$ cat src/rtl/ssp_apb_sequencer.sv
// APB master that configures a PL022-style SSP, streams a fixed-length job of
// TX words through DR while collecting RX words, then disables the port.
module ssp_apb_sequencer (
    input  logic        PCLK,
    input  logic        PRESET,
    input  logic        start,
    input  logic [15:0] cfg_cr0,
    input  logic [7:0]  cfg_cpsr,
    input  logic [7:0]  len,
    input  logic [15:0] tx_data,
    input  logic        tx_valid,
    output logic        tx_ready,
    output logic [15:0] rx_data,
    output logic        rx_valid,
    output logic        busy,
    output logic        done,
    output logic [11:2] PADDR,
    output logic        PSEL,
    output logic        PENABLE,
    output logic        PWRITE,
    output logic [15:0] PWDATA,
    input  logic [15:0] PRDATA
);

    localparam int unsigned DW = 16;
    localparam int unsigned AW = 10;
    localparam int unsigned CW = 9;

    localparam logic [AW-1:0] A_CR0  = AW'(0);
    localparam logic [AW-1:0] A_CR1  = AW'(1);
    localparam logic [AW-1:0] A_DR   = AW'(2);
    localparam logic [AW-1:0] A_SR   = AW'(3);
    localparam logic [AW-1:0] A_CPSR = AW'(4);

    localparam int unsigned SR_TFE = 0;
    localparam int unsigned SR_TNF = 1;
    localparam int unsigned SR_RNE = 2;
    localparam int unsigned SR_BSY = 4;

    typedef enum logic [3:0] {
        IDLE, CR1_OFF, CR0, CPSR, CR1_ON, POLL, RD_DR, WR_DR, CR1_END, DONE
    } state_t;

    state_t        state;
    state_t        nxt;
    logic [DW-1:0] cr0_q;
    logic [7:0]    cpsr_q;
    logic [7:0]    len_q;
    logic [CW-1:0] len_w;
    logic [CW-1:0] tx_cnt;
    logic [CW-1:0] rx_cnt;
    logic [AW-1:0] nxt_addr;
    logic          nxt_write;
    logic [DW-1:0] nxt_wdata;

    assign len_w = CW'(len_q);

    // Successor of the current access state, decided at the end of its ACCESS
    // phase (PRDATA is the SR value captured on that edge while polling).
    always_comb begin
        nxt       = IDLE;
        nxt_addr  = A_CR0;
        nxt_write = 1'b0;
        nxt_wdata = '0;
        case (state)
            CR1_OFF: nxt = CR0;
            CR0:     nxt = CPSR;
            CPSR:    nxt = CR1_ON;
            CR1_ON:  nxt = POLL;
            POLL: begin
                if (PRDATA[SR_RNE] && (rx_cnt < len_w))
                    nxt = RD_DR;
                else if (PRDATA[SR_TNF] && (tx_cnt < len_w) && tx_valid)
                    nxt = WR_DR;
                else if ((tx_cnt == len_w) && (rx_cnt == len_w) &&
                         !PRDATA[SR_BSY] && PRDATA[SR_TFE])
                    nxt = CR1_END;
                else
                    nxt = POLL;
            end
            RD_DR:   nxt = POLL;
            WR_DR:   nxt = POLL;
            CR1_END: nxt = DONE;
            default: nxt = IDLE;
        endcase

        case (nxt)
            CR0:     begin nxt_addr = A_CR0;  nxt_write = 1'b1; nxt_wdata = cr0_q;            end
            CPSR:    begin nxt_addr = A_CPSR; nxt_write = 1'b1; nxt_wdata = {8'h00, cpsr_q};  end
            CR1_ON:  begin nxt_addr = A_CR1;  nxt_write = 1'b1; nxt_wdata = DW'(16'h0002);    end
            POLL:    begin nxt_addr = A_SR;   nxt_write = 1'b0;                               end
            RD_DR:   begin nxt_addr = A_DR;   nxt_write = 1'b0;                               end
            WR_DR:   begin nxt_addr = A_DR;   nxt_write = 1'b1; nxt_wdata = tx_data;          end
            CR1_END: begin nxt_addr = A_CR1;  nxt_write = 1'b1;                               end
            default: begin nxt_addr = A_CR0;  nxt_write = 1'b0;                               end
        endcase
    end

    // Sequencer: each access state spends one SETUP and one ACCESS cycle; the
    // next SETUP is launched on the same edge that ends the ACCESS.
    always_ff @(posedge PCLK) begin
        if (PRESET) begin
            state    <= IDLE;
            cr0_q    <= '0;
            cpsr_q   <= '0;
            len_q    <= '0;
            tx_cnt   <= '0;
            rx_cnt   <= '0;
            PSEL     <= 1'b0;
            PENABLE  <= 1'b0;
            PWRITE   <= 1'b0;
            PADDR    <= '0;
            PWDATA   <= '0;
            tx_ready <= 1'b0;
            rx_valid <= 1'b0;
            rx_data  <= '0;
            busy     <= 1'b0;
            done     <= 1'b0;
        end else begin
            rx_valid <= 1'b0;
            done     <= 1'b0;
            tx_ready <= 1'b0;
            case (state)
                IDLE: begin
                    busy <= 1'b0;
                    if (start) begin
                        busy <= 1'b1;
                        if (len != 8'd0) begin
                            cr0_q   <= cfg_cr0;
                            cpsr_q  <= cfg_cpsr;
                            len_q   <= len;
                            tx_cnt  <= '0;
                            rx_cnt  <= '0;
                            state   <= CR1_OFF;
                            PSEL    <= 1'b1;
                            PENABLE <= 1'b0;
                            PADDR   <= A_CR1;
                            PWRITE  <= 1'b1;
                            PWDATA  <= '0;
                        end else begin
                            state <= DONE;
                            done  <= 1'b1;
                        end
                    end
                end
                DONE: begin
                    state <= IDLE;
                    busy  <= 1'b0;
                end
                default: begin
                    if (!PENABLE) begin
                        PENABLE  <= 1'b1;
                        tx_ready <= (state == WR_DR);
                    end else begin
                        if (state == RD_DR) begin
                            rx_data  <= PRDATA;
                            rx_valid <= 1'b1;
                            rx_cnt   <= rx_cnt + CW'(1);
                        end
                        if (state == WR_DR)
                            tx_cnt <= tx_cnt + CW'(1);
                        state   <= nxt;
                        PENABLE <= 1'b0;
                        if (nxt == DONE) begin
                            PSEL   <= 1'b0;
                            PADDR  <= '0;
                            PWRITE <= 1'b0;
                            PWDATA <= '0;
                            done   <= 1'b1;
                        end else begin
                            PSEL   <= 1'b1;
                            PADDR  <= nxt_addr;
                            PWRITE <= nxt_write;
                            PWDATA <= nxt_wdata;
                        end
                    end
                end
            endcase
        end
    end

endmodule
$ cat config.mk
export PLATFORM = sky130hd
export DESIGN_NAME = ssp_apb_sequencer
export DESIGN_NICKNAME = d
export VERILOG_FILES = /design/src/rtl/ssp_apb_sequencer.sv
export SDC_FILE = /design/constraint.sdc
export NUM_CORES = 1
export LEC_CHECK = 0
export ABC_AREA = 1
export CORE_MARGIN = 2
export CORE_UTILIZATION = 35
export CTS_CLUSTER_DIAMETER = 200
export DETAILED_ROUTE_END_ITERATION = 8
export HOLD_SLACK_MARGIN = 0.05
export PLACE_DENSITY_LB_ADDON = 0.08
export SETUP_SLACK_MARGIN = 0.4
export SYNTH_ARGS = -nofsm -noshare
export SYNTH_HDL_FRONTEND = slang
export SYNTH_SLANG_ARGS = --single-unit
$ cat constraint.sdc
create_clock -name PCLK -period 1.9 [get_ports PCLK]
set_input_delay 0.19 -clock PCLK [delete_from_list [all_inputs] [get_ports PCLK]]
set_output_delay 0.19 -clock PCLK [all_outputs]
set_load 0.005 [all_outputs]
==> results.ini, run 1 <==
[worst_setup_path]
startpoint = len_q[3]
crit_fanout = 9
cp-end-kind = flop
worstPathRequired_ns = 2.12
critPathArrivalTime_ns = 2.30
start_kind = flop
path_class = flop to flop
rr_startpoint = len_q[3]
r2r_cells = 16

[route]
first_pass_iters = 4
first_iter_violations = 289
drc_errors = 0
wl_um = 17540
routedWlPerCell_um = 16.83
via_per_inst = 4.998
via_count = 5208
ant_nets = 0

[clocking]
tritoncts = done
cts.reportedPaths.clkPinSlew_ns = 0.07
clk_path_buf_depth = 2
root_buffer = clkbuf_16
cts_sinks = 96
clk-insertion-delay-late_ns = 0.35
h-tree-depth = 3
holdBufCountCts = 0
numCtsBuffers = 9

[grt]
grt_pass1_vias = 5328
antenna_found_initial = 0
grt_pass1_wl_um = 26940
grt_start_max_net_pins = 44
gr-total-overflow = 0
grt_usage_pct = 24.15

[yosys]
seq_area_frac_synth_pct = 42.05
synth.top_cell.area_share_pct = 42.05
yosysWarnings = 0
synthCells = 631
ys_ff_latch = 96
netlist_area_mm2 = 0.004571
yosysTopAreaCell = dfxtp_1
syn_area_per_cell_um2 = 7.243
synth.area.top_cells = dfxtp_1, nand2_1, nor2_1
synth.distinct_cells = 38

[sta]
finalCriticalPeriod_ns = 2.077
setup_ws_ns = -0.1766
hold_ws_ns = 0.2637
setup_viol = 39
finalSetupTns_ns = -3.225
hold_viol = 0
skew_ns = 0.009321
timing.fmax_mhz = 481.6
rsz0062_at_grt = yes
slew_violations = 0
worst_slew_pin_slew_ns = 0.8142
period_share_pct = 109.3
slew_headroom_pct = 45.66

[final_layout]
nFillCells = 980
nets = 951
area_growth_pct = 92.91
antennaDiodeCount = 0
final_area_mm2 = 0.008817
fin_cells = 1042
drive_gt1_share_pct = 43.79

[status]
outcome = complete, but fails checks
violations = negative setup slack

[floorplanning]
die-area_mm2 = 0.01399
die_y_um = 118.3
io_pins = 117
start_util_pct = 36.07
core-area_mm2 = 0.01267
core.rowCount = 41
die_width_um = 118.3

[placed_design]
dpl_cell_area_mm2 = 0.006471
dp_hpwl_um = 9858
io_buffers = 109
place_inst = 951
gp_congestion = 0.8729

[power_and_ir_drop]
leakage_nw = 3.592
ir_drop_mv = 0.6496
powerDensity_mw_per_mm2 = 1336

[worst_hold_path]
worstHoldPathType = input pin to flop
holdPathStages = 3
min-delay-start = len[5]

[flow_run]
maxCapViolCount = 0

worst max-delay path, cell delays in order (launching register included):
cell and delay [ns]:
dfxtp_2 0.32, inv_2 0.05, buf_6 0.12, ha_4 0.25
nand2_1 0.06, nor2_2 0.13, nand2_1 0.06, nand2_1 0.07
nand2_2 0.07, nand2_1 0.08, nand2_2 0.09, nand2_8 0.21
nand2_8 0.10, nand3_2 0.11, nand3b_1 0.09, nand2_1 0.07
a21oi_1 0.05
where the power goes:
| part | internal, W | switching [W] | leakage (nW) | total (W) |
|---|---|---|---|---|
| combinational | 0.00377 | 0.00341 | 2.66 | 0.00718 |
| sequential | 0.00239 | 0.000195 | 0.790 | 0.00258 |
| clock | 0.00116 | 0.000856 | 0.145 | 0.00202 |
synthesized netlist by cell type, drive strengths merged:
cell      n
a211oi    1
a21o      1
a21oi    65
and3      3
buf      16
clkbuf   15
conb      1
dfxtp    96
ha       18
inv      68
nand2   127
nand3    10
nand3b    3
nand4    22
nor2    100
nor3      9
nor3b     1
o2111a    1
o211ai    2
o21a      1
o21ai    66
o21bai    1
o22ai     3
o31ai     1
cell usage in the layout, fill, tap and decap left out, types with 7 or more instances in the layout:
cell             Yosys  routed
clkdlybuf4s50_1      0     102
nand2_1            120      95
dfxtp_1             96      82
buf_4                8      68
nor2_1              90      45
inv_1               56      42
a21oi_2              1      32
nor2_4               2      31
a21oi_1             64      30
o21ai_2              2      30
buf_6                2      29
nor2_2               6      22
nand4_1             22      22
o21ai_0             48      21
nand2_2              4      19
inv_2               11      16
buf_12               0      15
nand2_4              3      12
clkbuf_16            0      12
buf_16               0      12
dfxtp_2              0      11
o21ai_4              0      10
ha_4                 0      10
inv_4                1       9
ha_1                18       8
nand3_1              9       7
nand2_8              0       7
conb_1               1       7
dlygate4sd2_1        0       7
per-layer routing:
metal	global-route usage (%)	wire length [um]	part of all wire (%)	vias to the layer above
met3	3.475	800	4.6	27
met5	0	0	0	-
met4	8.660	371	2.1	0
met1	29.55	7399	42	2500
li1	-	-	-	2541
met2	42.88	8966	51	140
timing repair:
action                                  CTS  global route
cloned                                   19             5
pin swaps                                59            62
setup buffers                            41            10
endpoints found under the setup margin   94            95
resized for setup                       235            82
cell type report:
class	count	area, um^2	share of cell area (%)
Timing Repair Buffer	239	2670	30.28
Clock inverter	6	91.34	1.036
Sequential cell	96	1947	22.08
Inverter	68	290.3	3.292
Tap cell	172	215.2	2.441
Multi-Input combinational cell	448	3331	37.77
Clock buffer	10	229.0	2.597
Timing Repair inverter	3	43.79	0.4967
cell families (layout without fill, tap and decap cells):
family	after synthesis	count (layout)	synth area share, %
other cells	1	7	0.08205
fa+ha+maj	18	18	4.928
simple gates	275	281	27.26
buf+inv	99	326	9.280
flops	96	96	42.05
compound gates	142	142	16.40
flip-flops by register name, indices dropped and copies added, names as in the netlist, 3 cells and up:
register and count:
PADDR 3, PWDATA 16, cpsr_q 8, cr0_q 16, len_q 8, rx_cnt 9
rx_data 16, state 4, tx_cnt 9
per-stage QoR:
stage,worst slack [ns],total power (W),utilization [%]
finish,-0.1766,0.01178,69.59
global route,-0.3219,0.01229,69.59
global placement,-0.4473,0.005987,51.07
floorplan,0.06621,0.004662,-
CTS,-0.09563,0.01105,65.54
detailed placement,-0.4619,0.006027,51.07
final timing paths:
path	end	slack, ns
setup / recovery	PWRITE	-0.18
hold / removal	len_q[5]	0.26
setup reg to reg	PWRITE	-0.18
hold reg to reg	PWDATA[12]	0.46
Note: power is estimated with default switching activity, not from simulation.
==> run 2: changes to the inputs <==
Settings changed: PLACE_DENSITY set to 0.7, PLACE_DENSITY_LB_ADDON 0.08 to unset.
==> run 2 against run 1 <==
Against the previous run: the run still ends with negative setup slack left; non-clock buffer count decreased by 37; critical path depth decreased by 1; die area unchanged; first-iteration DRC count increased by 44%; global-route usage decreased by 3.4 points; critical path type unchanged; flip-flop and latch count unchanged.
==> results.ini, run 2 (same netlist as run 1, synthesis figures left out) <==
[clocking]
tritoncts = done  ; unchanged
h-tree-depth = 3  ; unchanged
root_buffer = clkbuf_16  ; unchanged
holdBufCountCts = 0  ; unchanged
cts.reportedPaths.clkPinSlew_ns = 0.07  ; about the same
clk_path_buf_depth = 2  ; unchanged
cts_sinks = 96  ; unchanged
numCtsBuffers = 9  ; unchanged
clk-insertion-delay-late_ns = 0.36  ; was 0.35 ns

[floorplanning]
core-area_mm2 = 0.01267  ; unchanged
die_y_um = 118.3  ; unchanged
die_width_um = 118.3  ; unchanged
io_pins = 117  ; unchanged
die-area_mm2 = 0.01399  ; unchanged
core.rowCount = 41  ; unchanged
start_util_pct = 36.07  ; unchanged

[sta]
rsz0062_at_grt = yes  ; unchanged
timing.fmax_mhz = 463.4  ; was 481.6 MHz
hold_ws_ns = 0.2449  ; was 0.2637 ns
slew_headroom_pct = 42.31  ; was 45.66%
hold_viol = 0  ; unchanged
worst_slew_pin_slew_ns = 0.8644  ; was 0.8142 ns
slew_violations = 0  ; unchanged
setup_ws_ns = -0.2582  ; was -0.1766 ns
setup_viol = 30  ; was 39
period_share_pct = 113.6  ; was 109.3%
finalCriticalPeriod_ns = 2.158  ; was 2.077 ns
skew_ns = 0.01231  ; was 0.009321 ns

[grt]
grt_start_max_net_pins = 55  ; was 44
grt_usage_pct = 20.78  ; was 24.15%
gr-total-overflow = 0  ; unchanged
antenna_found_initial = 0  ; unchanged
grt_pass1_vias = 4825  ; was 5,328
grt_pass1_wl_um = 23380  ; was 26,940 um

[worst_setup_path]
rr_startpoint = len_q[7]  ; was len_q[3]
cp-end-kind = flop  ; unchanged
path_class = flop to flop  ; unchanged
worstPathRequired_ns = 2.19  ; was 2.12 ns
crit_fanout = 8  ; was 9
critPathArrivalTime_ns = 2.45  ; was 2.30 ns
reg2reg_slack_ns = -0.26  ; was -0.18 ns
crit_path_top_delay_cell = dfxtp_2  ; unchanged
crit_path_frequent_cell = nand2_2  ; was nand2_1
r2r_cells = 15  ; was 16
critPathMaxStageDelay_ns = 0.34  ; was 0.32 ns
crit_chain = inv_4, ha_4, inv_2, nor2_2, nand2_2, nand2_2, a21oi_2, nand4_1, nand2_2, nand2_8, nand2_8, nand4_1, nand2_1, nand2_1, a21oi_1  ; was inv_2, buf_6, ha_4, nand2_1, nor2_2, nand2_1, nand2_1, nand2_2, nand2_1, nand2_2, nand2_8, nand2_8, nand3_2, nand3b_1, nand2_1, a21oi_1
r2r_end = PWDATA[9]  ; was PWRITE
start_kind = flop  ; unchanged

[placed_design]
io_buffers = 109  ; unchanged
dp_slack_ns = -0.3186  ; was -0.4619 ns
gp_congestion = 0.9305  ; was 0.8729
dp_hpwl_um = 9794  ; was 9858 um
place_inst = 946  ; was 951
dpl_cell_area_mm2 = 0.006421  ; was 0.006471 mm^2

[final_layout]
utilization_pct = 62.62  ; was 69.59%
fin_cells = 1003  ; was 1,042
final_cell_mix = clkdlybuf4s50_1, nand2_1, dfxtp_1  ; unchanged
antennaDiodeCount = 0  ; unchanged
area_growth_pct = 73.61  ; was 92.91%
nets = 912  ; was 951
seq_area_mm2 = 0.001954  ; was 0.001947 mm^2
reg_top3 = PWDATA x16, cr0_q x16, rx_data x16  ; unchanged
final_area_mm2 = 0.007935  ; was 0.008817 mm^2
nFillCells = 1050  ; was 980
final_common_cell = clkdlybuf4s50_1  ; unchanged
multiInputGateArea_mm2 = 0.003090  ; was 0.003331 mm^2
drive_gt1_share_pct = 36.82  ; was 43.79%

[status]
outcome = complete, but fails checks  ; unchanged
violations = negative setup slack  ; unchanged

[power_and_ir_drop]
leakage_nw = 3.217  ; was 3.592 nW
powerDensity_mw_per_mm2 = 1259  ; was 1336 mW/mm^2
ir_drop_mv = 0.6688  ; was 0.6496 mV

[worst_hold_path]
min-delay-start = len[4]  ; was len[5]
holdPathStages = 3  ; unchanged
holdPathEnd = len_q[4]  ; was len_q[5]
worstHoldPathType = input pin to flop  ; unchanged

[route]
first_iter_violations = 415  ; was 289
routedWlPerCell_um = 16.96  ; was 16.83 um
first_pass_iters = 5  ; was 4
via_count = 5180  ; was 5,208
drc_errors = 0  ; unchanged
wl_um = 17010  ; was 17,540 um
via_per_inst = 5.165  ; was 4.998
ant_nets = 0  ; unchanged

[flow_run]
maxCapViolCount = 0  ; unchanged

==> run 2: cell types whose count changed in the layout (fill, tap and decap cells not counted), moves of 5 or more <==
cell and change:
nor2_2 -6, buf_12 -5, nor2_4 -8, a21oi_2 -19, o21ai_2 +12, nor2_1 +14
o21ai_1 +5, o21ai_0 -10, a21oi_1 +21, o21ai_4 -7, buf_6 -16, inv_2 -5
buf_16 -12
==> run 2: final cells by class <==
cell class	instances	area share, %
timing repair buffer	202	25.97
sequential	96	24.63
timing repair inverter	2	0.1577
inverter	68	3.753
clock inverter	6	0.8199
clock buffer	10	3.012
tap	172	2.712
multi-input combinational	447	38.95
==> run 2: worst max-delay path, delay by kind of cell, from the launching register on <==
family / cells / cell delay [ns]
DFF: 1 / 0.34
AOI/OAI and AO/OA: 2 / 0.25
and+or+nand+nor: 10 / 1.15
buffers and inverters: 2 / 0.12
adders and majority gates: 1 / 0.23
==> run 2: worst max path at each step <==
stage / from / end / cells after the start
floorplan: len_q[3] / PWDATA[13] / 16
global placement: len[6] / rx_data[10] / 14
detailed placement: len[6] / rx_data[10] / 14
CTS: len_q[2] / PWRITE / 15
global route: len_q[7] / PWDATA[9] / 15
finish: len_q[7] / PWDATA[9] / 15
==> run 2: through the flow <==
stage                     total power [W]  TNS [ns]
final                            0.009988    -3.747
after global routing              0.01043    -7.240
after global placement           0.005842    -8.255
after CTS                        0.008481    -1.428
after floorplan                  0.004662         0
after detailed placement         0.005929    -11.65
==> run 2: routing by layer <==
metal  global-route usage, %  part of all wire (%)
met1                   26.36                    41
met2                   33.38                    47
met3                   4.295                   7.5
met4                   10.39                   4.2
met5                       0                     0
==> run 2: timing repair <==
item | in CTS | in global routing
gates cloned | 4 | 12
gates resized for setup | 108 | 124
buffers inserted | 8 | 17
pin swaps | 46 | 51
endpoints found under the setup margin | 94 | 94
==> run 2: report_power, final <==
part	leakage (nW)	total [W]	internal, W	switching (W)
Clock	0.149	0.00190	0.00106	0.000837
Combinational	2.28	0.00546	0.00249	0.00297
Sequential	0.792	0.00262	0.00239	0.000234
